## config.mk

```make
export PLATFORM = sky130hd
export DESIGN_NAME = fetch_unit_flat
export DESIGN_NICKNAME = d
export VERILOG_FILES = /design/src/rtl/fetch_unit_if.sv /design/src/rtl/fetch_unit.sv /design/src/flat_wrapper.sv
export SDC_FILE = /design/constraint.sdc
export NUM_CORES = 1
export LEC_CHECK = 0
export BUFFER_PORTS_ARGS = -buffer_cell sky130_fd_sc_hd__buf_2
export CORE_UTILIZATION = 50
export DETAILED_ROUTE_END_ITERATION = 8
export GPL_TIMING_DRIVEN = 0
export PLACE_DENSITY = 0.82
export RECOVER_POWER = 25
export SLEW_MARGIN = 20
export SYNTH_ARGS = -nofsm -noshare
export SYNTH_HDL_FRONTEND = slang
export SYNTH_SLANG_ARGS = --single-unit
```

## constraint.sdc

```tcl
create_clock -name clk -period 7.4 [get_ports clk]
set_input_delay 1.48 -clock clk [delete_from_list [all_inputs] [get_ports clk]]
set_output_delay 1.48 -clock clk [all_outputs]
set_load 0.01 [all_outputs]
```

## src/rtl/fetch_unit_if.sv

```systemverilog
// ----------------------------------------------------------------------------
// fetch_unit_if -- control/bus bundle between the decoder/ALU side and the
// fetch unit.
//
// Signals (all sampled/updated on the rising clock edge of the fetch unit):
//   run         master->slave  start/resume request
//   step        master->slave  single-instruction-step request
//   bs[2:0]     master->slave  branch select from the decoder
//   off[5:0]    master->slave  two's-complement branch offset
//   halt        master->slave  halt flag of the current instruction
//   zero, neg   master->slave  ALU flags of the current instruction
//   pc          slave->master  current PC (instruction-memory word address)
//   instr_valid slave->master  current instruction is executing this cycle
//   halted      slave->master  unit is in HALTED
//   retire_cnt  slave->master  retired-instruction count
//   state_dbg   slave->master  encoded FSM state, for debug/checkers
//
// Qualifier semantics: instr_valid is a pure qualifier with no ready/backpressure.
// The decoder fields (bs, off, halt) and ALU flags are only looked at in a
// cycle where instr_valid=1; in every other cycle they are don't-care.
// ----------------------------------------------------------------------------
interface fetch_unit_if #(
  parameter int PC_W = 8
);
  logic            run;
  logic            step;
  logic [2:0]      bs;
  logic [5:0]      off;
  logic            halt;
  logic            zero;
  logic            neg;
  logic [PC_W-1:0] pc;
  logic            instr_valid;
  logic            halted;
  logic [15:0]     retire_cnt;
  logic [1:0]      state_dbg;

  modport master (
    output run, step, bs, off, halt, zero, neg,
    input  pc, instr_valid, halted, retire_cnt, state_dbg
  );

  modport slave (
    input  run, step, bs, off, halt, zero, neg,
    output pc, instr_valid, halted, retire_cnt, state_dbg
  );
endinterface

```

## src/rtl/fetch_unit.sv

```systemverilog
// ----------------------------------------------------------------------------
// fetch_unit -- program-counter sequencer with run / single-step / halt control
// and conditional PC-relative branches.
//
// Parameters:
//   PC_W      program counter width (word address width), default 8
//   RESET_PC  PC value loaded by reset, default 0
//
// Ports:
//   clk   single clock, all state changes on its rising edge
//   rst   synchronous active-high reset; overrides every other input
//   bus   fetch_unit_if.slave (see fetch_unit_if.sv for the signal list)
//
// Optional feature:
//   FETCH_RETIRE_CNT_EN  when defined, retire_cnt is a 16-bit saturating count
//                        of cycles with instr_valid=1; when undefined it is
//                        tied to zero and no counter flops exist.
//
// FSM encoding (visible on bus.state_dbg): IDLE=0, RUN=1, STEP=2, HALTED=3.
// ----------------------------------------------------------------------------
module fetch_unit #(
  parameter int              PC_W     = 8,
  parameter logic [PC_W-1:0] RESET_PC = '0
) (
  input logic        clk,
  input logic        rst,
  fetch_unit_if.slave bus
);

  typedef enum logic [1:0] {
    S_IDLE   = 2'd0,
    S_RUN    = 2'd1,
    S_STEP   = 2'd2,
    S_HALTED = 2'd3
  } state_t;

  state_t          state_q, state_d;
  logic [PC_W-1:0] pc_q, pc_d;
  logic            instr_valid;
  logic            taken;
  logic [PC_W-1:0] off_ext;

  // ---------------------------------------------------------------- state reg
  always_ff @(posedge clk) begin
    if (rst) begin
      state_q <= S_IDLE;
      pc_q    <= RESET_PC;
    end else begin
      state_q <= state_d;
      pc_q    <= pc_d;
    end
  end

  // ------------------------------------------------------- next state / pc
  always_comb begin
    state_d = state_q;
    case (state_q)
      // run has priority over step when both are requested
      S_IDLE, S_HALTED: begin
        if (bus.run)       state_d = S_RUN;
        else if (bus.step) state_d = S_STEP;
      end
      S_RUN: begin
        if (bus.halt) state_d = S_HALTED;
      end
      // a step is always exactly one instruction, halt or not
      S_STEP:  state_d = S_HALTED;
      default: state_d = S_IDLE;
    endcase
  end

  assign instr_valid = (state_q == S_RUN) || (state_q == S_STEP);

  // Branch condition decode. Unlisted encodings (and unknown bs in
  // simulation, which falls through to default) mean not taken.
  always_comb begin
    taken = 1'b0;
    case (bus.bs)
      3'b001:  taken = bus.zero;
      3'b010:  taken = !bus.zero;
      3'b011:  taken = bus.neg;
      3'b100:  taken = !bus.neg;
      default: taken = 1'b0;
    endcase
  end

  // Sign-extend the 6-bit offset to the PC width; the add below wraps
  // naturally modulo 2^PC_W.
  assign off_ext = PC_W'($signed(bus.off));

  always_comb begin
    pc_d = pc_q;
    if (instr_valid) begin
      // halt wins over any branch decode of the same instruction
      if (taken && !bus.halt) pc_d = pc_q + PC_W'(1) + off_ext;
      else                    pc_d = pc_q + PC_W'(1);
    end
  end

  // -------------------------------------------------------- retire counter
`ifdef FETCH_RETIRE_CNT_EN
  logic [15:0] cnt_q, cnt_d;

  always_comb begin
    cnt_d = cnt_q;
    if (instr_valid && (cnt_q != 16'hFFFF)) cnt_d = cnt_q + 16'd1;
  end

  always_ff @(posedge clk) begin
    if (rst) cnt_q <= 16'h0000;
    else     cnt_q <= cnt_d;
  end

  assign bus.retire_cnt = cnt_q;
`else
  assign bus.retire_cnt = 16'h0000;
`endif

  // ---------------------------------------------------------------- outputs
  assign bus.pc          = pc_q;
  assign bus.instr_valid = instr_valid;
  assign bus.halted      = (state_q == S_HALTED);
  assign bus.state_dbg   = state_q;

endmodule

```

## src/flat_wrapper.sv

```systemverilog
// flat-port wrapper written by rule: the top's interface ports become plain ports
module fetch_unit_flat 
#(
  parameter int              PC_W     = 8,
  parameter logic [PC_W-1:0] RESET_PC = '0
)
  (clk, rst, bus_run, bus_step, bus_bs, bus_off, bus_halt, bus_zero, bus_neg, bus_pc, bus_instr_valid, bus_halted, bus_retire_cnt, bus_state_dbg);
  fetch_unit_if #(.PC_W(PC_W)) bus_i ();
  input logic clk;
  input logic rst;
  input wire logic [$bits(bus_i.run)-1:0] bus_run;
  input wire logic [$bits(bus_i.step)-1:0] bus_step;
  input wire logic [$bits(bus_i.bs)-1:0] bus_bs;
  input wire logic [$bits(bus_i.off)-1:0] bus_off;
  input wire logic [$bits(bus_i.halt)-1:0] bus_halt;
  input wire logic [$bits(bus_i.zero)-1:0] bus_zero;
  input wire logic [$bits(bus_i.neg)-1:0] bus_neg;
  output wire logic [$bits(bus_i.pc)-1:0] bus_pc;
  output wire logic [$bits(bus_i.instr_valid)-1:0] bus_instr_valid;
  output wire logic [$bits(bus_i.halted)-1:0] bus_halted;
  output wire logic [$bits(bus_i.retire_cnt)-1:0] bus_retire_cnt;
  output wire logic [$bits(bus_i.state_dbg)-1:0] bus_state_dbg;
  assign bus_i.run = bus_run;
  assign bus_i.step = bus_step;
  assign bus_i.bs = bus_bs;
  assign bus_i.off = bus_off;
  assign bus_i.halt = bus_halt;
  assign bus_i.zero = bus_zero;
  assign bus_i.neg = bus_neg;
  assign bus_pc = bus_i.pc;
  assign bus_instr_valid = bus_i.instr_valid;
  assign bus_halted = bus_i.halted;
  assign bus_retire_cnt = bus_i.retire_cnt;
  assign bus_state_dbg = bus_i.state_dbg;
  fetch_unit #(.PC_W(PC_W), .RESET_PC(RESET_PC)) u_core (.clk(clk), .rst(rst), .bus(bus_i));
endmodule
```

==> run_results.csv <==
group,metric,value,unit
run_status,run_status,"finished, final reports clean",
power_and_ir_drop,leakage_component_of_the_power,0.6708,nW
grt,gr-total-overflow,0,
yosys,post-synth-top-area-cell,"sky130_fd_sc_hd__dfxtp_1",
yosys,ys_dominant_reg_cell,"sky130_fd_sc_hd__dfxtp_1",
clock_tree,cts.htree.levels,1,
clock_tree,cts.root.buffer_cell,"sky130_fd_sc_hd__clkbuf_4",
clock_tree,sink_count,10,
floorplan,chipHeight,49.70,microns
power_and_ir_drop,ir_worst_vdd,0.1521,mV
timing,final.setup.tns,0,ps
yosys,ys_ff_latch,10,
power_and_ir_drop,totalPowerFinal,0.2993,mW
drt,first_pass_iters,4,
timing,setup_viol_count_final,0,
clock_tree,cts.repair.resized,0,
floorplan,num_rows,16,
drt,initialDrtViolationCount,23,
clock_tree,tritoncts.num_buffers,3,
cells_and_area,n_fill_cell,189,
timing,timing.hold.ws,506.0,ps
yosys,async_reset_ff_share,0,%
yosys,synth-seq-area-share,17.60,%
yosys,post_synth_main_area_contributors,"sky130_fd_sc_hd__dfxtp_1, sky130_fd_sc_hd__ha_1, sky130_fd_sc_hd__buf_4, sky130_fd_sc_hd__a21oi_1, sky130_fd_sc_hd__xnor2_1",
power_and_ir_drop,power_density,214.7,nW/um^2
clock_tree,insertion_delay_to_the_later_sink_of_the_worst_skew_pair,270,ps
floorplan,die_area,2470,sq um
drt,routed_wirelength,2608,microns
timing,final-max-slew-violation-count,0,
clock_tree,number_of_buffers_between_clock_root_and_the_deepest_sink,2,
clock_tree,worst_setup_hold_path_clk_slew,70,ps
floorplan,die_width,49.70,microns
worst_setup_path,worstSetupStartpointType,"primary input",
yosys,synth.yosys.warnings,0,
yosys,synth_top_cells_by_count,"sky130_fd_sc_hd__buf_4, sky130_fd_sc_hd__a21oi_1, sky130_fd_sc_hd__ha_1, sky130_fd_sc_hd__nand2_1, sky130_fd_sc_hd__dfxtp_1",
grt,grt_max_degree,11,
drt,routed-via-count,1136,
grt,track_usage,23.02,%
timing,hold_viol_final,0,
grt,vias_in_the_first_global_route,1077,
timing,finalCritPeriodShare,42.79,%
yosys,synthesis.area_per_instance,8.182,sq um
timing,timing.final.crit_period,3166,ps
worst_setup_path,endpoint_kind,"register",
yosys,edff_count_synth,0,
cells_and_area,areaGrowthSynthToFinish,22.55,%
floorplan,i_o_pin_count,44,
timing,timing.fmax,0.3158,GHz
drt,route.antenna.remaining_nets,0,
floorplan,starting_utilization_of_the_core_area,55.70,%
yosys,synth_cells,139,
placement,numPortBuffers,27,
timing,grt_setup_unrepaired,"no",
placement,hpwlAfterDp,2077,microns
hold_path,hold_class,"register to register",
drt,avgViaCountPerCell,5.358,
yosys,synth_cell_types,41,
yosys,post-synth-top-count-cell,"sky130_fd_sc_hd__buf_4",
worst_setup_path,required,7590,ps
floorplan,design.core.area,2042,sq um
grt,grt_first_pass_wirelength,4450,microns
timing,finClkSkew,1.007,ps
clock_tree,postCtsSetupRepairBufs,0,
worst_setup_path,worst-endpoint-arrival,3360,ps
yosys,synth_top_area_share,17.60,%
clock_tree,cts_tree,"yes",
grt,grt_antenna_before_repair,0,
clock_tree,cts_hold_repair.buffers,0,
yosys,syn_area,1137,sq um
worst_setup_path,critPathKind,"primary input to register",
drt,remaining_drc_errors,0,
worst_setup_path,worstPathMaxFanout,3,
cells_and_area,diodes_inserted,0,
job,drv_cap,0,
cells_and_area,post_route_cells_drive_above_1_share,27.57,%
drt,route.detailed.wl_per_inst,12.30,microns
cells_and_area,finish.net_count,214,
placement,place_congestion,0.8645,
-- where the power goes --
group	internal, mW	total [mW]	leakage (nW)	switching [mW]
clock network	0.0299	0.0508	0.0210	0.0209
registers	0.0658	0.0819	0.0824	0.0161
logic	0.0753	0.167	0.567	0.0913
-- worst paths after layout --
check / startpoint / to / slack, ps / depth (start not counted)
worst min-delay path: u_core.bus.state_dbg[0] / u_core.bus.state_dbg[0] / 510 / 2
worst max-delay path: bus_off[0] / u_core.bus.pc[6] / 4230 / 8
worst max register to register: u_core.bus.pc[0] / u_core.bus.pc[7] / 4530 / 10
worst min register to register: u_core.bus.state_dbg[0] / u_core.bus.state_dbg[0] / 510 / 2
-- cell families (layout without fill, tap and decap cells) --
| kind of cell | Yosys count | in the layout | share of synthesized area (%) |
|---|---|---|---|
| other cells | 1 | 16 | 0.3297 |
| fa+ha+maj | 12 | 12 | 13.86 |
| buf+inv | 26 | 57 | 14.52 |
| flops | 10 | 10 | 17.60 |
| compound gates | 42 | 42 | 25.74 |
| mux | 5 | 5 | 4.620 |
| simple gates | 34 | 34 | 16.39 |
| xor+xnor | 9 | 9 | 6.931 |
-- area by class of cell --
| type | count | area (sq um) | area share, % |
|---|---|---|---|
| multi-input cells | 118 | 828.3 | 59.43 |
| flip-flops and latches | 10 | 200.2 | 14.36 |
| plain buffers | 19 | 138.9 | 9.964 |
| repair buffers | 27 | 130.1 | 9.336 |
| clock buffers | 4 | 36.28 | 2.603 |
| well taps | 27 | 33.78 | 2.424 |
| inverters | 7 | 26.28 | 1.885 |
-- critical path, cell delays in order --
cell	delay [ps]
sky130_fd_sc_hd__buf_2	100
sky130_fd_sc_hd__ha_1	220
sky130_fd_sc_hd__fa_1	450
sky130_fd_sc_hd__a211oi_1	260
sky130_fd_sc_hd__o21bai_1	110
sky130_fd_sc_hd__a21oi_1	170
sky130_fd_sc_hd__mux2_2	370
sky130_fd_sc_hd__a221oi_2	200
-- state kept, by name, indices dropped and copies added (netlist names) --
register	cells
u_core.bus.pc	8
u_core.bus.state_dbg	2
-- layer usage --
metal / vias up / wire length (microns) / GRT usage [%]
met3: 2 / 169 / 5.556
li1: 568 / - / -
met5: - / 0 / 0
met2: 43 / 1348 / 43.24
met4: 0 / 14 / 3.333
met1: 523 / 1076 / 26.36
-- per-stage QoR --
| step | instance area (sq um) | utilization, % | worst slack (ps) | instances |
|---|---|---|---|---|
| final | 1394 | 68.26 | 4234 | 212 |
| after floorplan | 1194 | - | 4221 | 154 |
| after CTS | 1399 | 68.50 | 4251 | 212 |
| after detailed placement | 1363 | 66.73 | 3982 | 208 |
| after global placement | 1363 | 66.73 | 3982 | 208 |
| after global routing | 1394 | 68.26 | 4048 | 212 |
-- cells in the final DEF, fill, tap and decap left out, types with 4 or more instances in the layout --
master	instances
sky130_fd_sc_hd__nand2_1	11
sky130_fd_sc_hd__a211oi_1	4
sky130_fd_sc_hd__conb_1	16
sky130_fd_sc_hd__ha_1	11
sky130_fd_sc_hd__nor2_1	4
sky130_fd_sc_hd__a21oi_1	13
sky130_fd_sc_hd__xnor2_1	7
sky130_fd_sc_hd__buf_4	16
sky130_fd_sc_hd__o21ai_0	8
sky130_fd_sc_hd__dfxtp_1	10
sky130_fd_sc_hd__inv_1	6
sky130_fd_sc_hd__buf_2	23
sky130_fd_sc_hd__clkbuf_1	6
Power figures use the tool's default switching activity.
